**config.mk**
```make
export PLATFORM = sky130hd
export DESIGN_NAME = dcache_wb_buffer_flat
export DESIGN_NICKNAME = d
export VERILOG_FILES = /design/src/rtl/dcache_wb_buffer_pkg.sv /design/src/rtl/dcache_wb_buffer_if.sv /design/src/rtl/dcache_wb_buffer_entry.sv /design/src/rtl/dcache_wb_buffer.sv /design/src/flat_wrapper.sv
export SDC_FILE = /design/constraint.sdc
export NUM_CORES = 1
export LEC_CHECK = 0
export BUFFER_PORTS_ARGS = -buffer_cell sky130_fd_sc_hd__buf_2
export CAP_MARGIN = 20
export CORE_UTILIZATION = 60
export CTS_BUF_LIST = sky130_fd_sc_hd__clkbuf_4 sky130_fd_sc_hd__clkbuf_8 sky130_fd_sc_hd__clkbuf_16
export DETAILED_ROUTE_END_ITERATION = 10
export GPL_ROUTABILITY_DRIVEN = 0
export HOLD_SLACK_MARGIN = 0.06
export PLACE_DENSITY = 0.79
export RECOVER_POWER = 100
export SLEW_MARGIN = 20
export SYNTH_ARGS = -nofsm -noshare
export SYNTH_HDL_FRONTEND = slang
export SYNTH_SLANG_ARGS = --single-unit
```
**constraint.sdc**
```tcl
create_clock -name clk -period 5.4 [get_ports clk]
set_input_delay 0 -clock clk [delete_from_list [all_inputs] [get_ports clk]]
set_output_delay 0 -clock clk [all_outputs]
set_load 0.03 [all_outputs]
```
**src/rtl/dcache_wb_buffer_pkg.sv**
```systemverilog
// Shared constants and types for the data-cache write-back buffer.
//   WB_DEPTH : number of buffered lines
//   LINE_AW  : line-address width (byte address without the 3 offset bits)
//   WB_AW    : byte-address width
//   DW       : line width in bits
//   wb_state_e : drain FSM encoding (IDLE=0, REQ=1)
package dcache_wb_buffer_pkg;

  localparam int WB_DEPTH = 4;
  localparam int LINE_AW  = 12;
  localparam int WB_AW    = 15;
  localparam int DW       = 64;

  typedef enum logic {
    IDLE = 1'b0,
    REQ  = 1'b1
  } wb_state_e;

endpackage

```
**src/rtl/dcache_wb_buffer_if.sv**
```systemverilog
// Bundle of the write-back buffer's cache-side, memory-side and lookup
// signals.
//   slave  : the buffer (takes evicts/acks/lookups, drives status/memory/hit)
//   master : the cache + memory environment around it
interface dcache_wb_buffer_if #(
  parameter int AW = dcache_wb_buffer_pkg::WB_AW,
  parameter int DW = dcache_wb_buffer_pkg::DW
);

  logic          evict;
  logic [AW-1:0] evict_addr;
  logic [DW-1:0] evict_data;
  logic          wb_full;
  logic          wb_empty;
  logic          mem_req;
  logic [AW-1:0] mem_addr;
  logic [DW-1:0] mem_data;
  logic          mem_ack;
  logic [AW-1:0] lkp_addr;
  logic          lkp_hit;
  logic [DW-1:0] lkp_data;
  logic          ovf_err;

  modport slave (
    input  evict, evict_addr, evict_data, mem_ack, lkp_addr,
    output wb_full, wb_empty, mem_req, mem_addr, mem_data,
           lkp_hit, lkp_data, ovf_err
  );

  modport master (
    output evict, evict_addr, evict_data, mem_ack, lkp_addr,
    input  wb_full, wb_empty, mem_req, mem_addr, mem_data,
           lkp_hit, lkp_data, ovf_err
  );

endinterface

```
**src/rtl/dcache_wb_buffer_entry.sv**
```systemverilog
// One write-back buffer slot: valid flag, line address and line data.
//   wr_en_i    : allocate the slot (valid=1, address and data written)
//   coal_en_i  : overwrite the data only (coalescing evict)
//   clr_i      : release the slot (allocation wins if both are set)
//   match_o    : slot is valid and holds lkp_addr_i
//   wr_match_o : slot is valid and holds wr_addr_i
module wb_entry #(
  parameter int LAW = dcache_wb_buffer_pkg::LINE_AW,
  parameter int DW  = dcache_wb_buffer_pkg::DW
) (
  input  logic           clk,
  input  logic           rst,
  input  logic           wr_en_i,
  input  logic           coal_en_i,
  input  logic           clr_i,
  input  logic [LAW-1:0] wr_addr_i,
  input  logic [DW-1:0]  wr_data_i,
  input  logic [LAW-1:0] lkp_addr_i,
  output logic [LAW-1:0] addr_o,
  output logic [DW-1:0]  data_o,
  output logic           match_o,
  output logic           wr_match_o
);

  logic           valid_q;
  logic [LAW-1:0] addr_q;
  logic [DW-1:0]  data_q;

  // NOTE: sequential state uses non-blocking assignments so every flop
  // samples the pre-edge values regardless of process ordering.
  always_ff @(posedge clk or negedge rst) begin
    if (!rst)           valid_q <= 1'b0;
    else if (wr_en_i)   valid_q <= 1'b1;
    else if (clr_i)     valid_q <= 1'b0;
  end

  // NOTE: address/data storage is deliberately not reset; it is only ever
  // observed through valid_q, so resetting it would just cost reset fan-out.
  always_ff @(posedge clk) begin
    if (wr_en_i)              addr_q <= wr_addr_i;
    if (wr_en_i || coal_en_i) data_q <= wr_data_i;
  end

  assign addr_o     = addr_q;
  assign data_o     = data_q;
  assign match_o    = valid_q && (addr_q == lkp_addr_i);
  assign wr_match_o = valid_q && (addr_q == wr_addr_i);

endmodule

```
**src/rtl/dcache_wb_buffer.sv**
```systemverilog
// Data-cache write-back buffer: a DEPTH-line circular FIFO of evicted dirty
// lines, drained to memory over a req/ack handshake, with coalescing of
// repeated evicts and youngest-match forwarding to a miss lookup.
//   clk, rst : clock, asynchronous active-low reset
//   bus      : evict input, wb_full/wb_empty status, mem req/addr/data/ack,
//              lkp_addr -> lkp_hit/lkp_data, sticky ovf_err
module dcache_wb_buffer import dcache_wb_buffer_pkg::*; #(
  parameter int DEPTH = WB_DEPTH,
  parameter int AW    = WB_AW,
  parameter int DW    = dcache_wb_buffer_pkg::DW
) (
  input logic               clk,
  input logic               rst,
  dcache_wb_buffer_if.slave bus
);

  localparam int PW  = $clog2(DEPTH);
  localparam int CW  = PW + 1;
  localparam int LAW = AW - 3;

  typedef logic [PW-1:0] ptr_t;

  wb_state_e      state_q, state_d;
  ptr_t           head_q, head_d, tail_q, tail_d;
  logic [CW-1:0]  count_q, count_d;
  logic [AW-1:0]  mem_addr_q, mem_addr_d;
  logic [DW-1:0]  mem_data_q, mem_data_d;
  logic           wb_full_q, wb_empty_q, ovf_q, ovf_d;
  logic           mem_req;

  logic [LAW-1:0] ev_line, lkp_line;
  logic [DEPTH-1:0] e_wr_en, e_coal_en, e_clr, e_match, e_wr_match;
  logic [LAW-1:0] e_addr [DEPTH];
  logic [DW-1:0]  e_data [DEPTH];

  logic           pop, push, coal;
  ptr_t           coal_idx, lkp_idx;
  logic           lkp_hit;
  logic [DW-1:0]  lkp_data;
  logic           unused_offset;

  assign ev_line       = bus.evict_addr[AW-1:3];
  assign lkp_line      = bus.lkp_addr[AW-1:3];
  assign unused_offset = ^{bus.evict_addr[2:0], bus.lkp_addr[2:0]};

  for (genvar g = 0; g < DEPTH; g++) begin : g_entry
    wb_entry #(.LAW(LAW), .DW(DW)) u_entry (
      .clk        (clk),
      .rst        (rst),
      .wr_en_i    (e_wr_en[g]),
      .coal_en_i  (e_coal_en[g]),
      .clr_i      (e_clr[g]),
      .wr_addr_i  (ev_line),
      .wr_data_i  (bus.evict_data),
      .lkp_addr_i (lkp_line),
      .addr_o     (e_addr[g]),
      .data_o     (e_data[g]),
      .match_o    (e_match[g]),
      .wr_match_o (e_wr_match[g])
    );
  end

  // Evict acceptance: coalesce into a matching slot unless it is the head
  // currently presented to memory, else push, else flag overflow.
  always_comb begin
    // NOTE: every combinational output gets a default first so no path
    // leaves it unassigned and no latch is inferred.
    pop      = (state_q == REQ) && bus.mem_ack;
    coal     = 1'b0;
    coal_idx = '0;
    for (int i = 0; i < DEPTH; i++) begin
      if (bus.evict && e_wr_match[i] && !((state_q == REQ) && (ptr_t'(i) == head_q))) begin
        coal     = 1'b1;
        coal_idx = ptr_t'(i);
      end
    end
    push  = bus.evict && !coal && ((count_q < CW'(DEPTH)) || pop);
    ovf_d = ovf_q || (bus.evict && !coal && !push);

    e_wr_en   = '0;
    e_coal_en = '0;
    e_clr     = '0;
    if (push) e_wr_en[tail_q]     = 1'b1;
    if (coal) e_coal_en[coal_idx] = 1'b1;
    if (pop)  e_clr[head_q]       = 1'b1;

    head_d  = pop  ? head_q + 1'b1 : head_q;
    tail_d  = push ? tail_q + 1'b1 : tail_q;
    count_d = count_q + CW'(push) - CW'(pop);
  end

  // Drain FSM: state register.
  always_ff @(posedge clk or negedge rst) begin
    if (!rst) state_q <= IDLE;
    else      state_q <= state_d;
  end

  // Drain FSM: next state. A push into an empty buffer starts the request
  // in the very next cycle rather than waiting for the count to register.
  always_comb begin
    state_d = state_q;
    case (state_q)
      IDLE:    if ((count_q != '0) || push) state_d = REQ;
      REQ:     if (bus.mem_ack)             state_d = IDLE;
      default: state_d = IDLE;
    endcase
  end

  // Drain FSM: outputs. The head line is captured on entry to REQ so it
  // stays stable for the whole request; a same-cycle coalesce into the head
  // (only possible while IDLE) is bypassed into the captured data.
  always_comb begin
    mem_req    = (state_q == REQ);
    mem_addr_d = mem_addr_q;
    mem_data_d = mem_data_q;
    if ((state_q == IDLE) && (state_d == REQ)) begin
      if (count_q == '0) begin
        mem_addr_d = {ev_line, 3'b000};
        mem_data_d = bus.evict_data;
      end else begin
        mem_addr_d = {e_addr[head_q], 3'b000};
        mem_data_d = (coal && (coal_idx == head_q)) ? bus.evict_data : e_data[head_q];
      end
    end
  end

  always_ff @(posedge clk or negedge rst) begin
    if (!rst) begin
      head_q     <= '0;
      tail_q     <= '0;
      count_q    <= '0;
      mem_addr_q <= '0;
      mem_data_q <= '0;
      wb_full_q  <= 1'b0;
      wb_empty_q <= 1'b1;
      ovf_q      <= 1'b0;
    end else begin
      head_q     <= head_d;
      tail_q     <= tail_d;
      count_q    <= count_d;
      mem_addr_q <= mem_addr_d;
      mem_data_q <= mem_data_d;
      wb_full_q  <= (count_d == CW'(DEPTH));
      wb_empty_q <= (count_d == '0);
      ovf_q      <= ovf_d;
    end
  end

  // Youngest-match forwarding: walk from head (oldest) towards tail so the
  // last hit seen is the one closest to the tail.
  always_comb begin
    lkp_hit  = 1'b0;
    lkp_data = '0;
    lkp_idx  = '0;
    for (int k = 0; k < DEPTH; k++) begin
      lkp_idx = head_q + ptr_t'(k);
      if (e_match[lkp_idx]) begin
        lkp_hit  = 1'b1;
        lkp_data = e_data[lkp_idx];
      end
    end
  end

  assign bus.mem_req  = mem_req;
  assign bus.mem_addr = mem_addr_q;
  assign bus.mem_data = mem_data_q;
  assign bus.wb_full  = wb_full_q;
  assign bus.wb_empty = wb_empty_q;
  assign bus.ovf_err  = ovf_q;
  assign bus.lkp_hit  = lkp_hit;
  assign bus.lkp_data = lkp_data;

endmodule

```
**src/flat_wrapper.sv**
```systemverilog
// flat-port wrapper written by rule: the top's interface ports become plain ports
module dcache_wb_buffer_flat import dcache_wb_buffer_pkg::*;
#(
  parameter int DEPTH = WB_DEPTH,
  parameter int AW    = WB_AW,
  parameter int DW    = dcache_wb_buffer_pkg::DW
)
  (clk, rst, bus_evict, bus_evict_addr, bus_evict_data, bus_mem_ack, bus_lkp_addr, bus_wb_full, bus_wb_empty, bus_mem_req, bus_mem_addr, bus_mem_data, bus_lkp_hit, bus_lkp_data, bus_ovf_err);
  dcache_wb_buffer_if #(.AW(AW), .DW(DW)) bus_i ();
  input logic clk;
  input logic rst;
  input wire logic [$bits(bus_i.evict)-1:0] bus_evict;
  input wire logic [$bits(bus_i.evict_addr)-1:0] bus_evict_addr;
  input wire logic [$bits(bus_i.evict_data)-1:0] bus_evict_data;
  input wire logic [$bits(bus_i.mem_ack)-1:0] bus_mem_ack;
  input wire logic [$bits(bus_i.lkp_addr)-1:0] bus_lkp_addr;
  output wire logic [$bits(bus_i.wb_full)-1:0] bus_wb_full;
  output wire logic [$bits(bus_i.wb_empty)-1:0] bus_wb_empty;
  output wire logic [$bits(bus_i.mem_req)-1:0] bus_mem_req;
  output wire logic [$bits(bus_i.mem_addr)-1:0] bus_mem_addr;
  output wire logic [$bits(bus_i.mem_data)-1:0] bus_mem_data;
  output wire logic [$bits(bus_i.lkp_hit)-1:0] bus_lkp_hit;
  output wire logic [$bits(bus_i.lkp_data)-1:0] bus_lkp_data;
  output wire logic [$bits(bus_i.ovf_err)-1:0] bus_ovf_err;
  assign bus_i.evict = bus_evict;
  assign bus_i.evict_addr = bus_evict_addr;
  assign bus_i.evict_data = bus_evict_data;
  assign bus_i.mem_ack = bus_mem_ack;
  assign bus_i.lkp_addr = bus_lkp_addr;
  assign bus_wb_full = bus_i.wb_full;
  assign bus_wb_empty = bus_i.wb_empty;
  assign bus_mem_req = bus_i.mem_req;
  assign bus_mem_addr = bus_i.mem_addr;
  assign bus_mem_data = bus_i.mem_data;
  assign bus_lkp_hit = bus_i.lkp_hit;
  assign bus_lkp_data = bus_i.lkp_data;
  assign bus_ovf_err = bus_i.ovf_err;
  dcache_wb_buffer #(.DEPTH(DEPTH), .AW(AW), .DW(DW)) u_core (.clk(clk), .rst(rst), .bus(bus_i));
endmodule
```
==> flow_metrics.env <==
export IMPL_status="complete, but fails checks"
export IMPL_violations="capacitance limit, slew limit"
export IMPL_drc=0
export IMPL_drv_cap=4
export IMPL_die_y_um=198.6
export IMPL_cp_startpoint="u_core.head_q[1]"
export IMPL_final_hold_viol_count=0
export IMPL_vias=15220
export IMPL_netlist_area_um2=23180
export IMPL_synthFlopType="edfxtp_1"
export IMPL_clk_insertion_delay_late_ns=0.55
export IMPL_crit_path_top_delay_cell="mux4_4"
export IMPL_clock_sinks=395
export IMPL_seq_area_frac_synth_pct=49.20
export IMPL_fmax_ghz=0.1977
export IMPL_path_clk_slew_ns=0.06
export IMPL_core_area_um2=37840
export IMPL_final_nets=1803
export IMPL_synth_distinct_cells=51
export IMPL_rows=71
export IMPL_critPathMaxStageDelay_ns=0.93
export IMPL_clockBufferDepth=3
export IMPL_whs_path_depth=3
export IMPL_final_area_um2=26570
export IMPL_worstPathRequired_ns=5.40
export IMPL_critical_path_class="reg2out"
export IMPL_rsz0062_at_grt="false"
export IMPL_portBuffers=236
export IMPL_synth_cells=1447
export IMPL_avgRoutedWirePerCell_um=25.64
export IMPL_grt_pass1_vias=15350
export IMPL_reg2reg_depth=10
export IMPL_cts_resized=0
export IMPL_drtPass1Iterations=6
export IMPL_root_buffer="clkbuf_16"
export IMPL_numCtsBuffers=43
export IMPL_async_reset_ff_share_pct=23.04
export IMPL_postPlaceCellArea_um2=24700
export IMPL_final_min_clock_period_ns=5.059
export IMPL_hpwl_um=35510
export IMPL_vdd_drop_max_v=0.0006487
export IMPL_p_leak_nw=9.254
export IMPL_post_route_util_pct=70.21
export IMPL_grt_max_degree=148
export IMPL_r2r_start="u_core.head_q[1]"
export IMPL_drt_iter0_markers=1443
export IMPL_arrival_ns=5.06
export IMPL_hp_class="in2reg"
export IMPL_critPathMaxFanout=37
export IMPL_ant_nets=0
export IMPL_ys_ff_latch=395
export IMPL_htree_levels=2
export IMPL_drv_slew=180
export IMPL_synth_avg_cell_area_um2=16.02
export IMPL_io_pins=246
export IMPL_start_kind="flip-flop"
export IMPL_reg2reg_to="u_core.g_entry[2].u_entry.data_o[38]"
export IMPL_relSlewSlack_pct=-57.07
export IMPL_grt_pass1_wl_um=88360
export IMPL_viasPerCell=6.785
export IMPL_synthToLayoutAreaGrowth_pct=14.60
export IMPL_die_area_um2=39430
export IMPL_r2r_slack_ns=0.36
export IMPL_antenna_found_initial=2
export IMPL_drive_gt1_share_pct=27.70
export IMPL_tightest_slew_ns=2.356
export IMPL_setup_viol=0
export IMPL_yosys_warnings=0
export IMPL_overflow=0
export IMPL_cts_tree="yes"
export IMPL_grt_usage_pct=29.66
export IMPL_powerDensity_nw_per_um2=545.7
export IMPL_start_util_pct=61.26
export IMPL_synth_edff_count=304
export IMPL_worstPathCellList="inv_1 -> ha_4 -> mux4_4 -> o211ai_1 -> o31a_2 -> buf_2 -> nor3_2 -> a221o_1 -> clkbuf_1"
export IMPL_totalWireLength_um=57510
export IMPL_tns_ns=0
export IMPL_die_w_um=198.6
export IMPL_end_kind="output port"
export IMPL_fin_crit_sh_pct=93.68
export IMPL_worstSetupEndpoint="bus_lkp_data[16]"
export IMPL_clock_skew_final_ns=0.01836
==> where the power goes <==
part	internal [mW]	total, mW	switching [mW]	leakage [nW]
Clock	1.91	3.11	1.21	0.756
Sequential	4.05	4.63	0.577	3.88
Combinational	3.27	6.76	3.49	4.62
==> synthesized netlist by cell type (16+ instances only) <==
cell	count	share of area, %
edfxtp_1	304	39
mux4_2	270	26
mux2i_1	141	6.1
nand2_1	93	1.5
dfrtp_1	90	9.7
xnor2_1	80	3.0
o21ai_1	76	1.6
clkbuf_1	70	1.1
a221o_1	59	2.5
nor3_2	55	2.4
buf_2	54	1.2
xor2_1	21	0.79
nand4_1	16	0.43
==> final cells by class <==
class                           instances  area, µm²
Antenna cell                            3      7.507
Clock buffer                           53       1187
Clock inverter                         27      329.1
Fill cell                            2529      11270
Inverter                                9      33.78
Multi-Input combinational cell        898      10960
Sequential cell                       395      11410
Tap cell                              511      639.4
Timing Repair Buffer                  347       1996
==> cells by family (layout without fill, tap and decap cells) <==
| kind of cell | count (synthesis) | in the layout | share of synthesized area, % |
|---|---|---|---|
| simple gates | 204 | 204 | 5.424 |
| other cells | 1 | 6 | 0.01618 |
| mux | 412 | 412 | 32.37 |
| compound gates | 167 | 167 | 5.230 |
| flops | 395 | 395 | 49.20 |
| fa+ha+maj | 11 | 11 | 0.6260 |
| xor+xnor | 101 | 101 | 3.816 |
| buf+inv | 156 | 436 | 3.319 |
==> registers in the layout, indices dropped and copies added, names as in the netlist, 2 cells and up <==
register and flops:
u_core.g_entry.u_entry.addr_o 48, u_core.tail_q 2, u_core.head_q 2, u_core.count_q 3, u_core.g_entry.u_entry.data_o 256, u_core.bus.mem_data 64
u_core.bus.mem_addr 12, u_core.g_entry.u_entry.valid_q 4
==> worst min-delay path by stage <==
stage	startpoint	to	slack, ns
floorplan	rst	u_core.bus.mem_addr[10]	-0.30
global placement	rst	u_core.bus.mem_data[12]	0.08
detailed placement	rst	u_core.bus.mem_data[12]	0.08
CTS	bus_evict	u_core.bus.ovf_err	0.15
global route	bus_evict	u_core.bus.ovf_err	0.20
finish	bus_evict	u_core.bus.ovf_err	0.19
==> worst max-delay path, delay by kind of cell, from the launching register on <==
family	cells	cell delay [ns]
flip-flops	1	0.77
AND/OR/NAND/NOR	1	0.10
AO/OA/AOI/OAI	3	0.85
multiplexers	1	0.93
adder cells (fa/ha/maj)	1	0.66
buffers and inverters	3	1.15
==> cells in the final DEF, fill, tap and decap left out, types with 3 or more instances in the layout <==
cell type      Yosys  layout
edfxtp_1         304     304
mux4_2           270     269
clkbuf_1          70     187
mux2i_1          141     141
nand2_1           93      93
dfrtp_1           90      88
xnor2_1           80      80
dlygate4sd3_1      0      80
o21ai_0            3      70
a221o_1           59      59
clkbuf_16          0      44
buf_2             54      44
nor3_2            55      37
nor3_1            10      28
xor2_1            21      21
clkbuf_2           0      19
nand4_1           16      16
clkinv_2           0      11
buf_4              5      10
o21ai_1           76       9
ha_1              10       9
clkbuf_4           0       9
inv_1              7       7
nand3_1            7       7
bufinv_16          0       7
nor4_1             5       6
a22oi_1            5       5
o31ai_1            5       5
clkinv_1           1       5
a21o_1             5       5
and2_0             0       4
buf_12             0       4
diode_2            0       3
nor4_2             4       3
conb_1             1       3
clkbuf_8           0       3
==> what timing repair did <==
item | 4_1_cts | 5_1_grt
hold endpoints to repair | 425 | 0
hold buffers | 80 | 0
setup buffers | 0 | 0
==> per-stage QoR <==
step	total power [mW]	setup slack (ns)	instances	hold slack, ns
6_report	14.50	0.3411	2243	0.1918
2_1_floorplan	10.09	0.5453	1449	-0.2956
3_5_place_dp	11.58	0.9819	2080	0.07989
3_3_place_gp	11.33	1.057	2080	0.07947
4_1_cts	14.79	0.3434	2240	0.1504
5_1_grt	15.24	0.1069	2241	0.1950
==> routing by layer <==
metal / share of wire [%] / global-route usage (%)
met1: 39 / 40.22
met2: 50 / 49.07
met3: 8.1 / 4.578
met4: 2.9 / 10.80
met5: 0 / 0
Note: power is estimated with default switching activity, not from simulation.
